### src/rtl/muldiv_unit.sv
// ---------------------------------------------------------------------------
// MuldivUnit (module muldiv_unit)
// RV32M multiply/divide execution unit sitting beside the EX stage.
// Multiplies complete in one cycle; divides iterate one quotient bit per cycle
// using radix-2 restoring division, with fast paths for divide-by-zero and
// signed overflow.
//
// Ports
//   clk            : single clock, all state changes on the rising edge
//   rst            : synchronous active-high reset
//   start          : request from EX (already qualified by the RV32M opcode)
//   funct3_E       : operation select (MUL/MULH/MULHSU/MULHU/DIV/DIVU/REM/REMU)
//   SrcAE, SrcBE   : rs1 / rs2 operands after forwarding
//   flush          : abort any in-flight operation
//   busy           : iterative divide in progress
//   StallM         : combinational stall request to the hazard unit
//   done           : one-cycle pulse, MulDivResultE is valid
//   MulDivResultE  : registered result, held until the next completion
// ---------------------------------------------------------------------------
module muldiv_unit (
   input  logic        clk,
   input  logic        rst,
   input  logic        start,
   input  logic [2:0]  funct3_E,
   input  logic [31:0] SrcAE,
   input  logic [31:0] SrcBE,
   input  logic        flush,
   output logic        busy,
   output logic        StallM,
   output logic        done,
   output logic [31:0] MulDivResultE
);

   typedef enum logic [1:0] {
      IDLE = 2'd0,
      DIV  = 2'd1,
      DONE = 2'd2
   } state_t;

   state_t      state_q, state_d;
   logic [4:0]  cnt_q, cnt_d;
   logic [31:0] rem_q, rem_d;
   logic [31:0] quot_q, quot_d;
   logic [31:0] divisor_q, divisor_d;
   logic        negQuot_q, negQuot_d;
   logic        negRem_q, negRem_d;
   logic        isRem_q, isRem_d;
   logic [31:0] result_q, result_d;

   // Decode of the incoming request. Everything the result depends on is
   // either folded into result_q at acceptance (multiply, fast paths) or
   // captured into the divide registers, so later input changes are harmless.
   logic        isDivOp, isSignedDiv, isRemOp;
   logic        divByZero, divOverflow, fastPath;
   logic        accept;
   logic        negA, negB;
   logic [31:0] magA, magB;
   logic [31:0] fastResult;

   always_comb begin
      isDivOp     = funct3_E[2];
      isSignedDiv = ~funct3_E[0];
      isRemOp     = funct3_E[1];
      divByZero   = (SrcBE == 32'd0);
      divOverflow = isSignedDiv && (SrcAE == 32'h8000_0000) && (SrcBE == 32'hFFFF_FFFF);
      fastPath    = isDivOp && (divByZero || divOverflow);
      accept      = start && (state_q != DIV) && !flush;
      negA        = isSignedDiv && SrcAE[31];
      negB        = isSignedDiv && SrcBE[31];
      magA        = negA ? (~SrcAE + 32'd1) : SrcAE;
      magB        = negB ? (~SrcBE + 32'd1) : SrcBE;
      // Divide by zero returns all-ones quotient and the raw dividend as
      // remainder; signed overflow returns the dividend and zero remainder.
      if (divByZero)
         fastResult = isRemOp ? SrcAE : 32'hFFFF_FFFF;
      else
         fastResult = isRemOp ? 32'd0 : 32'h8000_0000;
   end

   // Multiplier: operands are extended to 33 bits so one signed multiply
   // covers signed, unsigned and mixed-sign variants.
   logic               mulSignA, mulSignB;
   logic signed [32:0] mulA, mulB;
   logic signed [65:0] product;
   logic [31:0]        mulResult;

   always_comb begin
      mulSignA  = (funct3_E[1:0] == 2'b01) || (funct3_E[1:0] == 2'b10);
      mulSignB  = (funct3_E[1:0] == 2'b01);
      mulA      = {mulSignA & SrcAE[31], SrcAE};
      mulB      = {mulSignB & SrcBE[31], SrcBE};
      product   = mulA * mulB;
      mulResult = (funct3_E[1:0] == 2'b00) ? product[31:0] : product[63:32];
   end

   // One restoring-division step: shift the next dividend bit into the
   // partial remainder and keep the subtraction only if it did not go
   // negative. quot_q starts as the dividend and fills with quotient bits.
   logic [32:0] remShift;
   logic [33:0] trial;
   logic        qBit;
   logic [31:0] remNext, quotNext, divResult;

   always_comb begin
      remShift  = {rem_q, quot_q[31]};
      trial     = {1'b0, remShift} - {2'b00, divisor_q};
      qBit      = ~trial[33];
      remNext   = qBit ? trial[31:0] : remShift[31:0];
      quotNext  = {quot_q[30:0], qBit};
      if (isRem_q)
         divResult = negRem_q ? (~remNext + 32'd1) : remNext;
      else
         divResult = negQuot_q ? (~quotNext + 32'd1) : quotNext;
   end

   // Next-state logic. DONE behaves like IDLE for acceptance so a new
   // operation can start in the same cycle a result is delivered.
   always_comb begin
      state_d   = state_q;
      cnt_d     = cnt_q;
      rem_d     = rem_q;
      quot_d    = quot_q;
      divisor_d = divisor_q;
      negQuot_d = negQuot_q;
      negRem_d  = negRem_q;
      isRem_d   = isRem_q;
      result_d  = result_q;

      case (state_q)
         IDLE, DONE: begin
            if (accept) begin
               if (isDivOp && !fastPath) begin
                  state_d   = DIV;
                  cnt_d     = 5'd0;
                  rem_d     = 32'd0;
                  quot_d    = magA;
                  divisor_d = magB;
                  negQuot_d = negA ^ negB;
                  negRem_d  = negA;
                  isRem_d   = isRemOp;
               end else begin
                  state_d  = DONE;
                  result_d = isDivOp ? fastResult : mulResult;
               end
            end else begin
               state_d = IDLE;
            end
         end
         DIV: begin
            rem_d  = remNext;
            quot_d = quotNext;
            cnt_d  = cnt_q + 5'd1;
            if (cnt_q == 5'd31) begin
               state_d  = DONE;
               result_d = divResult;
            end
         end
         default: state_d = IDLE;
      endcase

      // A flush wins over everything except reset and leaves the last
      // delivered result untouched.
      if (flush) begin
         state_d  = IDLE;
         result_d = result_q;
      end
   end

   // State and datapath registers with synchronous reset.
   always_ff @(posedge clk) begin
      if (rst) begin
         state_q   <= IDLE;
         cnt_q     <= 5'd0;
         rem_q     <= 32'd0;
         quot_q    <= 32'd0;
         divisor_q <= 32'd0;
         negQuot_q <= 1'b0;
         negRem_q  <= 1'b0;
         isRem_q   <= 1'b0;
         result_q  <= 32'd0;
      end else begin
         state_q   <= state_d;
         cnt_q     <= cnt_d;
         rem_q     <= rem_d;
         quot_q    <= quot_d;
         divisor_q <= divisor_d;
         negQuot_q <= negQuot_d;
         negRem_q  <= negRem_d;
         isRem_q   <= isRem_d;
         result_q  <= result_d;
      end
   end

   // The stall is raised in the acceptance cycle of a long divide so the
   // pipeline freezes before the first iteration. The busy term is masked
   // while rst is high because the state register has not cleared yet.
   always_comb begin
      busy          = (state_q == DIV);
      done          = (state_q == DONE);
      MulDivResultE = result_q;
      StallM        = (busy && !rst) || (start && isDivOp && !busy && !fastPath);
   end

endmodule
### config.mk
export PLATFORM = sky130hd
export DESIGN_NAME = muldiv_unit
export DESIGN_NICKNAME = d
export VERILOG_FILES = /design/src/rtl/muldiv_unit.sv
export SDC_FILE = /design/constraint.sdc
export NUM_CORES = 2
export LEC_CHECK = 0
export BUFFER_PORTS_ARGS = -buffer_cell sky130_fd_sc_hd__buf_2
export CAP_MARGIN = 30
export CORE_UTILIZATION = 61
export DETAILED_ROUTE_END_ITERATION = 8
export GPL_ROUTABILITY_DRIVEN = 1
export PLACE_DENSITY = 0.78
export SLEW_MARGIN = 20
export SYNTH_ARGS = -nofsm -noshare
export SYNTH_HDL_FRONTEND = slang
export SYNTH_SLANG_ARGS = --single-unit
### constraint.sdc
create_clock -name clk -period 21.3 [get_ports clk]
set_clock_uncertainty 0.05 [all_clocks]
set_input_delay 4.26 -clock clk [delete_from_list [all_inputs] [get_ports clk]]
set_output_delay 4.26 -clock clk [all_outputs]
set_load 0.01 [all_outputs]
# ---- Word level (Yosys, flattened, before mapping)
# Index checks and enable logic that the tools add are counted.
dict set report word_totals {
  ff_bits 138
  in_bits 71
  elab_cells 94
}
dict set report classes {
  addsub 6
  multipliers 1
  n_eq_ne 12
  n_mux 28
  bitwise_logic 10
  n_reduce_logical 28
}
# operator n
set op_table {}
lappend op_table {{two-way mux 32 bit} 18}
lappend op_table {{case mux 32 bit (2 select lines)} 3}
lappend op_table {{adder 32 x 1 -> 32 bit, second input constant} 4}
lappend op_table {{inverter 32 bit} 4}
lappend op_table {{== test 32 bit, second input constant} 2}
lappend op_table {{multiplier 33 x 33 -> 64 bit} 1}
lappend op_table {{subtractor 33 x 32 -> 34 bit} 1}
lappend op_table {{logical NOT 32 bit} 1}
lappend op_table {{logical AND 1 bit} 12}
lappend op_table {{two-way mux 5 bit} 2}
lappend op_table {{case mux 5 bit (2 select lines)} 1}
lappend op_table {{two-way mux 2 bit} 3}
lappend op_table {{!= test 2 bit, second input constant} 3}
lappend op_table {{AND reduction 3 bit} 2}
lappend op_table {{adder 5 x 1 -> 5 bit, second input constant} 1}
lappend op_table {{== test 5 bit, second input constant} 1}
lappend op_table {{AND reduction 5 bit} 1}
lappend op_table {{== test 2 x 1 -> 1 bit, second input constant} 2}
lappend op_table {{== test 2 bit, second input constant} 2}
lappend op_table {{logical NOT 1 bit} 4}
lappend op_table {{logical NOT 2 bit} 2}
lappend op_table {{!= test 2 x 1 -> 1 bit, second input constant} 2}
lappend op_table {{case mux 2 bit (2 select lines)} 1}
lappend op_table {{OR reduction 2 bit} 2}
lappend op_table {{5 further kinds} 10}

# ---- Depth between registers and ports, before layout
dict set report depth {
  word_depth 10
  depth_mapped 33
  ltp_nobuf 31
}

# ---- Least setup slack after synthesis
# Ideal clock, no wire load.
dict set report synth_path {
  path_kind {input port to flip-flop}
  from {input funct3_E[1]}
  to {register result_q[27], in the netlist MulDivResultE[27]}
  arrival_ns 12.390
  required_ns 21.120
  slack_ns 8.730
  stages 30
  n_path_buf 1
  path_cell_list {inv_1 -> ha_1 -> and2_1 -> clkbuf_1 -> nand2_1 -> inv_1 -> fa_1 -> inv_1 -> fa_1 -> inv_1 -> fa_1 -> fa_1 -> inv_1 -> fa_1 -> inv_1 -> fa_1 -> inv_1 -> fa_1 -> fa_1 -> inv_1 -> ha_1 -> a21o_1 -> a21o_1 -> a21oi_1 -> o21ai_0 -> o41ai_1 -> a21oi_1 -> mux2_2 -> o21ai_1 -> o211ai_1}
}
dict set report synth_between {
  elab_chain_cells 9
  elab_cells_between_ends 14
  classes_between {1 x mul; 2 x eq/ne; 7 x mux; 2 x bitwise; 2 x reduce/logical}
}
# item line_no
set synth_lines {}
lappend synth_lines {{from (decl)} 24} ;# input logic [2:0] funct3_E,
lappend synth_lines {{== test 2 x 1 -> 1 bit or == test 2 bit (tied branches)} {88, 89}}
lappend synth_lines {{logical OR 1 bit} 88} ;# mulSignA = (funct3_E[1:0] == 2'b01) || (funct3_E[1:0] == 2'b10);
lappend synth_lines {{AND 1 bit} 90} ;# mulA = {mulSignA & SrcAE[31], SrcAE};
lappend synth_lines {{multiplier 33 x 33 -> 64 bit} 92} ;# product = mulA * mulB;
lappend synth_lines {{two-way mux 32 bit} 93} ;# mulResult = (funct3_E[1:0] == 2'b00) ? product[31:0] : product[63:32];
lappend synth_lines {{two-way mux 32 bit (*)} 143} ;# result_d = isDivOp ? fastResult : mulResult;
lappend synth_lines {{two-way mux 32 bit (*)} 132} ;# if (isDivOp && !fastPath) begin
lappend synth_lines {{two-way mux 32 bit (*)} 131} ;# if (accept) begin
lappend synth_lines {{case mux 32 bit (2 select lines) (*)} 129} ;# case (state_q)
lappend synth_lines {{to (signal assigned)} 190} ;# result_q <= result_d;
lappend synth_lines {{to (decl)} 48} ;# logic [31:0] result_q, result_d;
# Mark *: on every way between the ends. The rest lies on a longest branch, timed or not. The select of a mux whose other input is x is not followed.
# A chain may end at the register's enable or synchronous reset.

# ---- Worst setup path in the final report
# Ends and elaborated chain as after synthesis.

==> results by group <==
Status
  • Status: complete, but fails checks
  • Failing checks: design-rule violations

Floorplan
  • IO Pins: 106
  • Die ar.: 83,050 µm²
  • FP Rows: 104
  • Core Region: 80,810 µm²
  • Chip Height: 288.2 µm
  • Die width: 288.2 µm
  • Initial Util: 61.83%

Hold path
  • Hold Path Origin: MulDivResultE[4]
  • Hold Path End: MulDivResultE[4]
  • Worst hold stages: 2
  • Tightest Hold Check Type: reg -> reg

Critical path
  • Levels on crit path: 30
  • Worst r2r src: divisor_q[22]
  • CP delay by family, top: adder cells
  • FF-to-FF path depth: 16
  • WP data arrival: 14,270 ps
  • Bufs and invs on worst path: 9
  • Max stage delay on crit path: 880 ps
  • Critical path class: in -> reg
  • Critical Path Start Type: input port
  • FF-to-FF setup slack: around 16,000 ps
  • Setup crit end kind: flop
  • Critical path peak fanout: 18
  • Worst path required time: 21,560 ps
  • R2r endpoint: MulDivResultE[26]
  • Crit-path slowest cell: fa_1

Global route
  • Largest net degree at the start of global routing: 66
  • Vias in the first global route: 43.27k
  • GRT Total Usage: 38.03%
  • Initial antenna violation count: 11
  • Global-route wire length before repair: between 200,000 and 250,000 µm
  • Gr ovfl total: 0

Detailed routing
  • Initial DRC Count: 4,311
  • Drt wl/cell: 22.50 µm
  • TritonRoute pass-1 iters: 8
  • Vias: roughly 42k
  • Vias/cell: 6.083
  • Drc violations: 30
  • Final ANT Viol Nets: 0
  • Routed WL: 153,600 µm

Logic synthesis
  • Sequential-to-total area share from yosys stat: 5.529%
  • Yosys reg bits: about 140
  • Mux cell area share after synthesis: less than 1%
  • Netlist cell types: 98
  • Synth warnings: 0
  • Synth Flop Type: dfxtp_1
  • EDFF count, synth: 0
  • Post-synthesis area per instance: about 8.5 µm²
  • Main combinational cell family by area after synthesis: adder cells
  • Post-synthesis simple-gate area fraction: roughly 17%
  • Synth Area in XOR/XNOR: 3.363%
  • Syn Nets: 7,359
  • Synth Area in Compound Gates: 10.04%
  • Mapped Area: 49,960 µm²
  • Post-Synth Adder-Cell Area: 51.45%
  • Cells after Synth: 5,909
  • FFs w/ async S/R, synth: 0%

STA
  • Final worst path period share: 65.79%
  • Tmin final: ~14,000 ps
  • Final hold violation count: 0
  • Max_slew headroom: a little over a quarter
  • Max Transition Viols Final: 0
  • Final setup TNS: 0 ps
  • Setup violation total in the final timing report: 0
  • Least-Margin Pin Slew: 1102 ps
  • Unrepaired setup endpoints after global routing: no
  • Max frequency: approximately 0.071 GHz

Clocking
  • Sinks on Clock Net: 138
  • Cts bufs inserted: 17
  • Max H-tree Level: 4
  • Worst-skew pair later-pin latency: roughly 440 ps
  • CTS Buffer Depth: 2
  • CTS Hold Buffers Added: 0
  • Postcts setup bufs: 0
  • Root buffer cell: clkbuf_16
  • CTS tree: built
  • Post-CTS sizing: 0
  • Clock Pin Slew Worst Setup and Hold Paths: 60 ps

Placement
  • Port buffer count: 105
  • Cells after DPL: about 6.8k
  • Hpwl dp: 116,200 µm
  • GP Congestion: 1.024

Finish
  • Share of layout cells above drive strength 1: under 10%
  • Nets@finish: 7,195
  • Most common cell after layout, fill and taps aside: inv_1
  • Commonest non-fill, non-tap cells in the layout: inv_1 (1,248), fa_1 (1,126), nand2_1 (960)
  • Final Non-Filler Cells: 6,825
  • Area Overhead vs Synth: 3.719%

Job
  • Max Cap Viol: 0
-- cell type report --
class / count / area [µm²]
diodes: 8 / 20.02
clock buffers: 20 / 456.7
clock inverters: 11 / 215.2
fillers: 6651 / 28990
inverters: 1252 / 4700
multi-input cells: 4147 / 41080
flip-flops and latches: 138 / 2763
well taps: 1060 / 1326
repair buffers: 189 / 1262
-- stage by stage --
step | util [%] | instance area [µm²] | hold WS [ps] | setup slack, ps
floorplan | - | 49960 | 399.0 | 8730
global placement | 63.07 | 50960 | 415.5 | 7151
detailed placement | 63.09 | 50980 | 421.4 | 6940
CTS | 63.92 | 51650 | 435.4 | 7382
global route | 64.11 | 51810 | 451.1 | 6669
finish | 64.13 | 51820 | 436.9 | 7288
-- cell usage after synthesis (all sizes together) (21+ instances only) --
library cell  instances  area (µm²)
inv                1249        4688
fa                 1126       22540
nand2               963        3636
clkbuf              283        1062
and2                273        1708
ha                  253        3166
nor2                224       845.8
a21oi               186       945.9
o21ai               146       734.5
dfxtp               138        2763
xnor2               115        1007
buf                  89       380.4
xor2                 76       673.2
nand3                48       250.2
a211oi               47       365.3
nor3                 46       230.2
a21o                 45       337.8
a22oi                39       292.8
and3                 39       244.0
o31ai                38       290.3
o211ai               36       270.3
or3                  34       212.7
mux2i                33       330.3
a31oi                30       187.7
nand2b               30       187.7
nor4                 27       168.9
nand4                26       162.7
o21a                 21       157.7
-- routing by layer --
layer,GRT usage (%),share of wire [%]
met1,49.02,37
met2,60.35,46
met3,8.989,12
met4,19.07,5.6
met5,0,0.035
-- sequential cells by signal (all words and copies together) (netlist names) --
| name | flops |
|---|---|
| isRem_q | 1 |
| rem_q | 32 |
| quot_q | 32 |
| negQuot_q | 1 |
| cnt_q | 5 |
| divisor_q | 32 |
| MulDivResultE | 32 |
| negRem_q | 1 |
| state_q | 2 |
-- how the worst max path moves through the flow --
stage          slack [ps]                 to   startpoint
5_1_grt              6670  MulDivResultE[27]  funct3_E[1]
2_1_floorplan        8730  MulDivResultE[27]  funct3_E[1]
3_3_place_gp         7150  MulDivResultE[27]  funct3_E[1]
6_report             7290  MulDivResultE[27]  funct3_E[1]
3_5_place_dp         6940  MulDivResultE[27]  funct3_E[1]
4_1_cts              7380  MulDivResultE[27]  funct3_E[1]
-- kinds of logic (layout without fill, tap and decap cells) --
kind of cell,Yosys count,count (layout)
compound gates,744,744
xor+xnor,191,191
fa+ha+maj,1379,1379
buf+inv,1624,1472
flops,138,138
mux,38,38
other cells,0,8
simple gates,1795,1795
-- tightest hold or removal path: stages, from the launching register on --
cell     delay [ps]
dfxtp_1         310
inv_1            50
o32ai_1          70
Power is not shown: default switching activity piles up to over one toggle a cycle in this logic, so the estimate is an artifact.
